===== src/rtl/en_ser_pkg.sv =====
// Shared definitions for the enable-strobed serializer: FSM states and default geometry.
package en_ser_pkg;

  localparam int DEF_WIDTH      = 8;
  localparam int DEF_GAP_CYCLES = 1;

  typedef enum logic [1:0] {
    ST_IDLE  = 2'd0,
    ST_SHIFT = 2'd1,
    ST_GAP   = 2'd2
  } state_e;

endpackage


===== src/rtl/en_ser_counter.sv =====
// Loadable down-counter with zero and one flags; saturates at zero instead of wrapping.
module en_ser_counter #(
  parameter int W = 4
) (
  input  logic         clk,
  input  logic         rst_n,
  input  logic         i_clr,
  input  logic         i_load,
  input  logic [W-1:0] i_load_val,
  input  logic         i_dec,
  output logic         o_zero,
  output logic         o_one
);

  logic [W-1:0] r_count;

  always_ff @(posedge clk or negedge rst_n) begin
    if (!rst_n) begin
      r_count <= '0;
    end else if (i_clr) begin
      r_count <= '0;
    end else if (i_load) begin
      r_count <= i_load_val;
    end else if (i_dec && (r_count != '0)) begin
      r_count <= r_count - W'(1);
    end
  end

  assign o_zero = (r_count == '0);
  assign o_one  = (r_count == W'(1));

endmodule


===== src/rtl/en_serializer.sv =====
// Parallel-to-serial shifter with a bit strobe (en), end-of-word flag (last) and optional idle gap.
// state | meaning
// IDLE  | ready=1, waiting for valid
// SHIFT | en=1, one bit per cycle, WIDTH cycles
// GAP   | en=0, ready=0 for GAP_CYCLES cycles
module en_serializer
  import en_ser_pkg::*;
#(
  parameter int WIDTH      = DEF_WIDTH,
  parameter int GAP_CYCLES = DEF_GAP_CYCLES,
  parameter int LSB_FIRST  = 0
) (
  input  logic             clk,
  input  logic             rst_n,
  input  logic [WIDTH-1:0] data_in,
  input  logic             valid,
  output logic             ready,
  output logic             en,
  output logic             d,
  output logic             last
);

  localparam int BIT_CNT_W = $clog2(WIDTH + 1);
  localparam int GAP_CNT_W = (GAP_CYCLES > 0) ? $clog2(GAP_CYCLES + 1) : 1;

  logic [1:0]       r_rst_sync;
  state_e           r_state;
  logic [WIDTH-1:0] r_shift;
  logic             r_en;
  logic             r_d;
  logic             r_last;
  logic             r_ready;

  logic             w_run;
  state_e           w_state_nxt;
  logic [WIDTH-1:0] w_shift_nxt;
  logic             w_en_nxt;
  logic             w_d_nxt;
  logic             w_last_nxt;
  logic             w_ready_nxt;
  logic             w_cnt_clr;
  logic             w_bit_load;
  logic             w_bit_dec;
  logic             w_bit_zero;
  logic             w_bit_one;
  logic             w_gap_load;
  logic             w_gap_dec;
  logic             w_gap_zero;
  logic             w_gap_one;

  function automatic logic f_head(input logic [WIDTH-1:0] v);
    return (LSB_FIRST != 0) ? v[0] : v[WIDTH-1];
  endfunction

  function automatic logic [WIDTH-1:0] f_adv(input logic [WIDTH-1:0] v);
    return (LSB_FIRST != 0) ? (v >> 1) : (v << 1);
  endfunction

  // Reset asserts asynchronously but is released to the FSM only after two clk edges.
  always_ff @(posedge clk or negedge rst_n) begin
    if (!rst_n) begin
      r_rst_sync <= 2'b00;
    end else begin
      r_rst_sync <= {r_rst_sync[0], 1'b1};
    end
  end

  assign w_run = r_rst_sync[1];

  en_ser_counter #(.W(BIT_CNT_W)) u_bit_cnt (
    .clk        (clk),
    .rst_n      (rst_n),
    .i_clr      (w_cnt_clr),
    .i_load     (w_bit_load),
    .i_load_val (BIT_CNT_W'(WIDTH - 1)),
    .i_dec      (w_bit_dec),
    .o_zero     (w_bit_zero),
    .o_one      (w_bit_one)
  );

  en_ser_counter #(.W(GAP_CNT_W)) u_gap_cnt (
    .clk        (clk),
    .rst_n      (rst_n),
    .i_clr      (w_cnt_clr),
    .i_load     (w_gap_load),
    .i_load_val (GAP_CNT_W'(GAP_CYCLES)),
    .i_dec      (w_gap_dec),
    .o_zero     (w_gap_zero),
    .o_one      (w_gap_one)
  );

  always_ff @(posedge clk or negedge rst_n) begin
    if (!rst_n) begin
      r_state <= ST_IDLE;
      r_shift <= '0;
      r_en    <= 1'b0;
      r_d     <= 1'b0;
      r_last  <= 1'b0;
      r_ready <= 1'b0;
    end else begin
      r_state <= w_state_nxt;
      r_shift <= w_shift_nxt;
      r_en    <= w_en_nxt;
      r_d     <= w_d_nxt;
      r_last  <= w_last_nxt;
      r_ready <= w_ready_nxt;
    end
  end

  // Bit counter holds the number of bits still to come after the one on d.
  always_comb begin
    w_state_nxt = r_state;
    w_shift_nxt = r_shift;
    w_en_nxt    = 1'b0;
    w_d_nxt     = 1'b0;
    w_last_nxt  = 1'b0;
    w_ready_nxt = 1'b0;
    w_cnt_clr   = 1'b0;
    w_bit_load  = 1'b0;
    w_bit_dec   = 1'b0;
    w_gap_load  = 1'b0;
    w_gap_dec   = 1'b0;
    if (!w_run) begin
      w_state_nxt = ST_IDLE;
      w_shift_nxt = '0;
      w_cnt_clr   = 1'b1;
    end else begin
      case (r_state)
        ST_IDLE: begin
          if (valid && r_ready) begin
            w_state_nxt = ST_SHIFT;
            w_shift_nxt = f_adv(data_in);
            w_en_nxt    = 1'b1;
            w_d_nxt     = f_head(data_in);
            w_bit_load  = 1'b1;
            w_gap_load  = 1'b1;
          end else begin
            w_ready_nxt = 1'b1;
          end
        end
        ST_SHIFT: begin
          if (w_bit_zero) begin
            w_shift_nxt = '0;
            if (GAP_CYCLES > 0) begin
              w_state_nxt = ST_GAP;
            end else begin
              w_state_nxt = ST_IDLE;
              w_ready_nxt = 1'b1;
            end
          end else begin
            w_en_nxt    = 1'b1;
            w_d_nxt     = f_head(r_shift);
            w_shift_nxt = f_adv(r_shift);
            w_last_nxt  = w_bit_one;
            w_bit_dec   = 1'b1;
          end
        end
        ST_GAP: begin
          if (w_gap_zero || w_gap_one) begin
            w_state_nxt = ST_IDLE;
            w_ready_nxt = 1'b1;
          end else begin
            w_gap_dec = 1'b1;
          end
        end
        default: begin
          w_state_nxt = ST_IDLE;
        end
      endcase
    end
  end

  assign ready = r_ready;
  assign en    = r_en;
  assign d     = r_d;
  assign last  = r_last;

endmodule


===== config.mk =====
export PLATFORM = sky130hd
export DESIGN_NAME = en_serializer
export DESIGN_NICKNAME = d
export VERILOG_FILES = /design/src/rtl/en_ser_pkg.sv /design/src/rtl/en_ser_counter.sv /design/src/rtl/en_serializer.sv
export SDC_FILE = /design/constraint.sdc
export NUM_CORES = 1
export LEC_CHECK = 0
export ABC_AREA = 1
export CAP_MARGIN = 20
export CORE_MARGIN = 4
export CORE_UTILIZATION = 31
export CTS_CLUSTER_SIZE = 8
export DETAILED_ROUTE_END_ITERATION = 8
export SYNTH_ARGS = -nofsm -noshare
export SYNTH_HDL_FRONTEND = slang
export SYNTH_SLANG_ARGS = --single-unit

===== constraint.sdc =====
create_clock -name clk -period 1.8 [get_ports clk]
set_clock_uncertainty 0.1 [all_clocks]
set_input_delay 0.54 -clock clk [delete_from_list [all_inputs] [get_ports clk]]
set_output_delay 0.54 -clock clk [all_outputs]
set_load 0.01 [all_outputs]

==> impl_metrics.yaml <==
run_status:
  status: "finished clean"
synthesis:
  syn_nets: 126
  synth_largest_area_cell: "dfrtp_1"
  synth_area_leaders: "dfrtp_1 (52%), nand2_1 (25%), ha_1 (2.7%)"
  syn_area_sq_um: 913.4
  synth.distinct_cells: 19
  synth_seq_area_share_pct: 52.05
  ys_ff_latch: 19
  ys_warn_count: 0
  syn_avg_cell_area_sq_um: 8.083
  netlist.area_leader.share_pct: 52.05
  syn_inst: 113
placement:
  numPortBuffers: 14
  gp_congestion: 0.8077
  dp_cells: 160
  place_ws_ns: -0.1136
  dp_hpwl_mm: 1.314
clock_tree:
  clk_pin_slew_ns: 0.11
  worstSkewPairLatency_ns: 0.31
  cts_tree: "built"
  root_buffer: "clkbuf_4"
  htree_levels: 1
  cts.path.max_buffers: 2
  post_cts_buffers: 0
  clock-sinks: 19
  holdBufCountCts: 0
  cts_made_buffers: 3
worst_setup_path:
  r2r-end: "u_bit_cnt.r_count[2]"
  path_depth: 1
  slowest_delay_ns: 0.39
  crit_path_start: "d"
  crit_slowest_cell: "dfrtp_1"
  cp.required_ns: 1.16
  r2r_start: "u_bit_cnt.r_count[0]"
  cp.arrival_ns: 0.99
  start_kind: "register"
  cp_top_family: "flip-flops"
  path_buf_inv: 1
  end_kind: "output port"
  cp-endpoint: "d"
  ff2ff_path_depth: 6
  worstSetupPathType: "reg -> out"
  critPathMaxFanout: 1
  path_cells: "dlygate4sd2_1"
  r2r_slack_ns: 0.26
finish:
  antenna_cells: 0
  layout-drive-gt1-share_pct: 11.28
  syn2layout_area_growth_pct: 23.15
  layout.nets: 147
  stdcell_count: 164
global_routing:
  grt_first_pass_wirelength_mm: 3.098
  gr-total-overflow: 0
  use_met3_pct: 1.982
  grtUsageMet1_pct: 13.21
  track_usage_pct: 9.917
  gr-usage-met2_pct: 14.90
  grt_max_degree: 20
  grt_pass1_vias: 686
  antenna_found_initial: 0
  grt.busiest_layer: "met2"
sta:
  max_freq_ghz: 0.6151
  slew_viol_final: 0
  worst_slack_ns: 0.1742
  fin_crit_sh_pct: 90.32
  final-hold-violation-count: 0
  rsz0062_at_grt: "false"
  period_needed_ns: 1.626
  setup_viol: 0
floorplan:
  core_area_sq_um: 2781
  die_w_microns: 62.28
  dieArea_sq_um: 3879
  row_count: 19
  io_pins: 15
  start_util_pct: 32.84
  fp.dieH_microns: 62.28
min_path:
  min_path_cells: 0
  min_path_type: "reg -> reg"
detailed_routing:
  wl_per_cell_microns: 10.82
  routed_wl_mm: 1.775
  drt-pass1-iter-count: 4
  drc: 0
  ant_nets: 0
  routed_via_density: 4.329
  drtIter0Drc: 11
  num_vias: 710
power_and_ir_drop:
  powerDensity_nw_per_um2: 792.0
  power_mw: 0.8909
  peakVddDrop_mv: 0.3191
  p_leak_nw: 0.6108
run:
  drv_cap: 0
report_power, final:
group	total (mW)	switching, mW	internal [mW]
registers	0.482	0.0226	0.459
logic	0.184	0.109	0.0748
clock network	0.226	0.139	0.0866
placed cells by master (no fill, tap or decap):
cell type / n
a21oi_1: 1
a21oi_2: 2
a21oi_4: 1
buf_4: 3
clkbuf_1: 1
clkbuf_4: 3
clkdlybuf4s50_1: 10
clkinv_1: 1
conb_1: 1
dfrtp_1: 19
dlygate4sd2_1: 4
ha_1: 2
inv_1: 5
inv_2: 3
nand2_1: 60
nand2_2: 2
nand3_1: 2
nand4_1: 1
nor2_1: 6
nor2_8: 1
nor3_1: 2
o21ai_1: 2
xor2_1: 1
sequential cells by signal, summed over array words and instances (netlist names):
name and flops:
d 1, en 1, last 1, r_rst_sync 2, r_shift 7, r_state 2, ready 1, u_bit_cnt.r_count 4
per-layer routing:
layer	part of all wire (%)	up-vias	routed length, microns
met1	48	315	847
met2	47	8	841
met3	2.9	2	51
li1	-	385	-
met5	0	-	0
met4	2.0	0	35
worst min-delay path by stage:
| stage | startpoint | end | slack, ns |
|---|---|---|---|
| finish | r_rst_sync[0] | r_rst_sync[1] | 0.27 |
| floorplan | rst_n | d | 0.14 |
| detailed placement | r_rst_sync[0] | r_rst_sync[1] | 0.24 |
| global placement | r_rst_sync[0] | r_rst_sync[1] | 0.24 |
| CTS | r_rst_sync[0] | r_rst_sync[1] | 0.27 |
| global route | r_rst_sync[0] | r_rst_sync[1] | 0.29 |
logic make-up (layout without fill, tap and decap cells):
| logic type | count (synthesis) | in the layout | synth area share [%] |
|---|---|---|---|
| AOI/OAI and AO/OA | 6 | 6 | 5.343 |
| adders and majority gates | 2 | 2 | 2.739 |
| xor gates and xnor gates | 1 | 1 | 0.9591 |
| buffers and inverters | 10 | 30 | 4.931 |
| other | 1 | 1 | 0.4106 |
| and+or+nand+nor | 74 | 74 | 33.56 |
| DFF | 19 | 19 | 52.06 |
layout make-up:
cell class / count / area (sq um)
Clock buffer: 4 / 26.28
Fill cell: 296 / 1657
Inverter: 9 / 33.78
Multi-Input combinational cell: 84 / 392.9
Sequential cell: 19 / 475.5
Tap cell: 31 / 38.79
Timing Repair Buffer: 17 / 157.7
timing repair:
| action | in CTS | in global routing |
|---|---|---|
| hold endpoints to repair | 0 | 0 |
| endpoints found under the setup margin | 4 | 0 |
| resized for setup | 4 | 0 |
synth_stat cells:
library cell   n
nand4_1        1
nand2_1       60
inv_2          3
a21oi_4        1
inv_1          5
ha_1           2
nor3_1         2
nor2_1         6
nand3_1        2
dfrtp_1       19
a21oi_1        1
nand2_2        2
nor2_8         1
xor2_1         1
buf_6          1
o21ai_1        2
clkinv_1       1
conb_1         1
a21oi_2        2
stage by stage:
stage	setup TNS [ns]	hold slack, ns	utilization [%]	cell area, sq um
final	0	0.2699	40.44	1125
after detailed placement	-0.7587	0.2389	39.68	1104
after global routing	0	0.2938	40.44	1125
after global placement	-0.4212	0.2357	39.68	1104
after floorplan	0	0.1444	-	913.4
after CTS	0	0.2739	40.44	1125
Power figures use the tool's default switching activity.
==> edit 1: new RTL, same settings <==
The package constant `DEF_WIDTH` goes from 8 to 16.
--- a/src/rtl/en_ser_pkg.sv
+++ b/src/rtl/en_ser_pkg.sv
@@ -1,7 +1,7 @@
 // Shared definitions for the enable-strobed serializer: FSM states and default geometry.
 package en_ser_pkg;
 
-  localparam int DEF_WIDTH      = 8;
+  localparam int DEF_WIDTH      = 16;
   localparam int DEF_GAP_CYCLES = 1;
 
   typedef enum logic [1:0] {
Ports: changed (resized data_in); port bits go from 15 to 23. The function was not compared with the original's and may differ.
==> edit 1 against the original RTL <==
  * Sequential cell count is 9 higher
  * Hold slack worse by 0.022 ns
  * Total power is 100% higher
  * Cell count is 65% higher
  * Setup slack better by 0.041 ns
  * Area after synthesis is 63% higher
  * Design area is 65% higher
  * Utilization is 0.81 points higher
  * Synthesized cell count is 70% higher
  * Critical path depth stayed put
  * Die area is 54% higher
  * Routed wire length is 76% higher
  * Largest cell class unchanged
==> edit 1: results (changes against the original RTL) <==
CP max stage cell=dfrtp_1 (unchanged); DRT iter0 DRCs=63 (was 11); per-cell routed wire length=11.6 um (was 10.8 um); worst reg2reg path startpoint=u_bit_cnt.r_count[1] (was u_bit_cnt.r_count[0]); Top Registers=r_shift x15, u_bit_cnt.r_count x5 (was r_shift x7, u_bit_cnt.r_count x4); hpwl dp=2230 um (was 1310 um); Setup WS pre-CTS=-0.103 ns (was -0.114 ns); Worst Path Arrival=0.94 ns (was 0.99 ns); top cells by count, synth=nand2_1, dfrtp_1, nand3_1, inv_1 (was nand2_1, dfrtp_1, nor2_1, inv_1, inv_2); Critical Path Fanout Max=2 (was 1); Port Buf Inserts=22 (was 14); via count=1239 (was 710); Worst R2R Setup Slack=0.22 ns (was 0.26 ns); Max VDD drop=0.790 mV (was 0.319 mV); WS Path Type=flop to primary output (unchanged); clk root buf=clkbuf_8 (was clkbuf_4); Lkg Pwr=0.00103 uW (was 0.000611 uW); status=finished, final reports clean (unchanged); fillers=463 (was 296); Mapped Nets=214 (was 126); first-pass GRT wire length=5550 um (was 3100 um); switch share=31.5% (was 30.4%); Final #Nets=241 (was 147); global router's overall resource usage=11.2% (was 9.92%); Hold WC Path Type=flop to flop (unchanged); post-synthesis sequential area ratio=47.1% (was 52.1%); Routability Congestion=0.799 (was 0.808); FF-to-FF path depth=9 (was 6); largest net degree at the start of global routing=29 (was 20); n_diodes=0 (unchanged); Post-CTS Resized=1 (was 4); worst skew pair latency=0.28 ns (was 0.31 ns); share of cells above drive strength 1=9.63% (was 11.3%); Synth area leaders=dfrtp_1, nand2_1, nand3_1 (was dfrtp_1, nand2_1, ha_1)
edit 1: changes by cell type in the layout (fill, tap and decap cells not counted), sizes merged, moves of 3 or more:
| cell | delta |
|---|---|
| clkdlybuf4s50 | +8 |
| dlygate4sd2 | -3 |
| dfrtp | +9 |
| inv | +6 |
| nand2 | +36 |
| nand3 | +24 |
| dlymetal6s2s | +3 |
edit 1: metal layers:
metal | vias to the layer above | part of all wire, % | global-route usage [%]
li1 | 645 | - | -
met1 | 570 | 48 | 14.1
met2 | 22 | 47 | 19.4
met3 | 2 | 3.7 | 2.58
met4 | 0 | 0.86 | 2.67
met5 | - | 0 | 0
edit 1: worst max path at each step:
| stage | cells after the start | end | startpoint | slack (ns) |
|---|---|---|---|---|
| floorplan | 10 | r_shift[15] | u_bit_cnt.r_count[0] | 0.30 |
| global placement | 6 | r_shift[15] | valid | -0.06 |
| detailed placement | 6 | r_shift[3] | valid | -0.10 |
| CTS | 1 | last | last | 0.0006 |
| global route | 9 | u_bit_cnt.r_count[2] | u_bit_cnt.r_count[1] | 0.08 |
| finish | 1 | ready | ready | 0.22 |
edit 1: power by group through the flow:
stage / Combinational (uW) / Clock, uW / Sequential (uW)
after floorplan: 365 / 0 / 770
after detailed placement: 529 / 0 / 781
after global routing: 583 / 542 / 780
after global placement: 522 / 0 / 781
after CTS: 531 / 518 / 768
final: 521 / 503 / 769
edit 1: kinds of logic after synthesis:
group | after synthesis | share of synthesized area, %
adder cells (fa/ha/maj) | 3 | 2.52
flip-flops | 28 | 47.1
XOR/XNOR | 1 | 0.588
AND/OR/NAND/NOR | 134 | 38.8
AO/OA/AOI/OAI | 6 | 3.45
buffers and inverters | 19 | 7.31
other | 1 | 0.252
edit 1: worst reg2reg max path: cells and delay by family, from the launching register on:
kind          cells  cell delay [ns]
fa+ha+maj         1             0.15
buf+inv           2             0.14
flops             1             0.41
simple gates      6             0.69
edit 1: cell type report:
class                      instances  area, um2  area share (%)
clock buffer                       3       41.3            2.22
inverter                          14       52.6            2.83
clock inverter                     1       30.0            1.62
multi-input combinational        145        679            36.6
timing repair buffer              27        289            15.6
tap                               52       65.1            3.50
sequential                        28        701            37.7
edit 1: per-stage QoR:
stage          std cells  area [um2]  hold WS, ns  power (uW)  utilization, %
3_3_place_gp         266        1780        0.233        1300            39.5
6_report             270        1860        0.248        1790            41.3
4_1_cts              270        1850        0.255        1820            41.1
3_5_place_dp         266        1780        0.236        1310            39.5
5_1_grt              270        1860        0.257        1910            41.3
2_1_floorplan        192        1490        0.144        1130               -
==> edit 2: new RTL, config.mk and constraints unchanged <==
Made on the original files. `r_shift` no longer has a reset.
--- a/src/rtl/en_serializer.sv
+++ b/src/rtl/en_serializer.sv
@@ -92,19 +92,21 @@
   always_ff @(posedge clk or negedge rst_n) begin
     if (!rst_n) begin
       r_state <= ST_IDLE;
-      r_shift <= '0;
       r_en    <= 1'b0;
       r_d     <= 1'b0;
       r_last  <= 1'b0;
       r_ready <= 1'b0;
     end else begin
       r_state <= w_state_nxt;
-      r_shift <= w_shift_nxt;
       r_en    <= w_en_nxt;
       r_d     <= w_d_nxt;
       r_last  <= w_last_nxt;
       r_ready <= w_ready_nxt;
     end
+  end
+
+  always_ff @(posedge clk) begin
+    r_shift <= w_shift_nxt;
   end
 
   // Bit counter holds the number of bits still to come after the one on d.
Behaviour: same outputs for any inputs over 10 cycles, from zero or initial values and one cycle with rst_n low; that may be too few to reach the edited logic, so the function may still have changed.
==> edit 2 against the original RTL <==
  * Routed wire length rose by 17%
  * Sequential cell count unchanged
  * Total power is 13% higher
  * Area after synthesis grew 14%
  * Design area is 11% higher
  * Synthesized cell count increased by 2.7%
  * Setup slack lost 0.022 ns
  * Cell count up 7.9%
  * Count of clock-buffer cells in the layout is the same
==> edit 2: results (changes against the original RTL) <==
Final Non-Filler Cells=177 (was 164); global router's overall resource usage=11.0% (was 9.92%); Area-dominant class=multi-input combinational cells (was sequential cells); cell count after placement=173 (was 160); Seq area share=35.2% (was 42.3%); via count=801 (was 710); Mapped Nets=129 (was 126); share of cells above drive strength 1=28.6% (was 11.3%); Synth Area in XOR/XNOR=0.842% (was 0.959%); per-cell routed wire length=11.8 um (was 10.8 um); clk tree area frac=2.10% (was 2.34%); cell area after synthesis=1040 um2 (was 913 um2); largest net degree at the start of global routing=16 (was 20); Multi-In Gates=79 (was 84); Distinct cells, synth=22 (was 19); first-pass GRT wire length=3680 um (was 3100 um); smallest hold slack=0.260 ns (was 0.270 ns); post-synthesis sequential area ratio=42.4% (was 52.1%); met3 routed wirelength=82 um (was 51 um); non-clk buf share=13.6% (was 14.0%); adder-cell share of the synthesized area=2.41% (was 2.74%); DRT iter0 DRCs=32 (was 11); Max VDD drop=0.425 mV (was 0.319 mV); Setup WS pre-CTS=-0.00947 ns (was -0.114 ns); multi-input logic area=505 um2 (was 393 um2); status=finished, final reports clean (unchanged); fillers=325 (was 296); vias in the first global route=854 (was 686); Worst R2R Setup Slack=0.24 ns (was 0.26 ns); WL met2=1050 um (was 841 um)
-- edit 2: cell types whose count changed in the layout (fill, tap and decap cells not counted), sizes merged, moves of 6 or more --
cell / unedited run / this run
nand3: 2 / 19
o21bai: 0 / 7
dfxtp: 0 / 7
nand2: 62 / 28
dfrtp: 19 / 12
inv: 8 / 14
-- edit 2: worst max path at each step --
stage / from / to / slack (ns)
after global routing: u_bit_cnt.r_count[0] / u_bit_cnt.r_count[1] / 0.08
after detailed placement: valid / u_bit_cnt.r_count[1] / -0.009
after floorplan: u_bit_cnt.r_count[0] / u_bit_cnt.r_count[3] / 0.51
after global placement: valid / u_bit_cnt.r_count[2] / 0.03
final: ready / ready / 0.15
after CTS: ready / ready / 0.13
-- edit 2: layer usage --
metal  GRT usage [%]  up-vias
met5               0        -
met4            3.11        0
met3            3.91        2
met2            19.4       10
met1            12.5      380
li1                -      409
-- edit 2: power by group --
group	total, uW	switching [uW]	internal [uW]
logic	285	167	118
registers	497	33.8	463
clock network	221	135	86.4
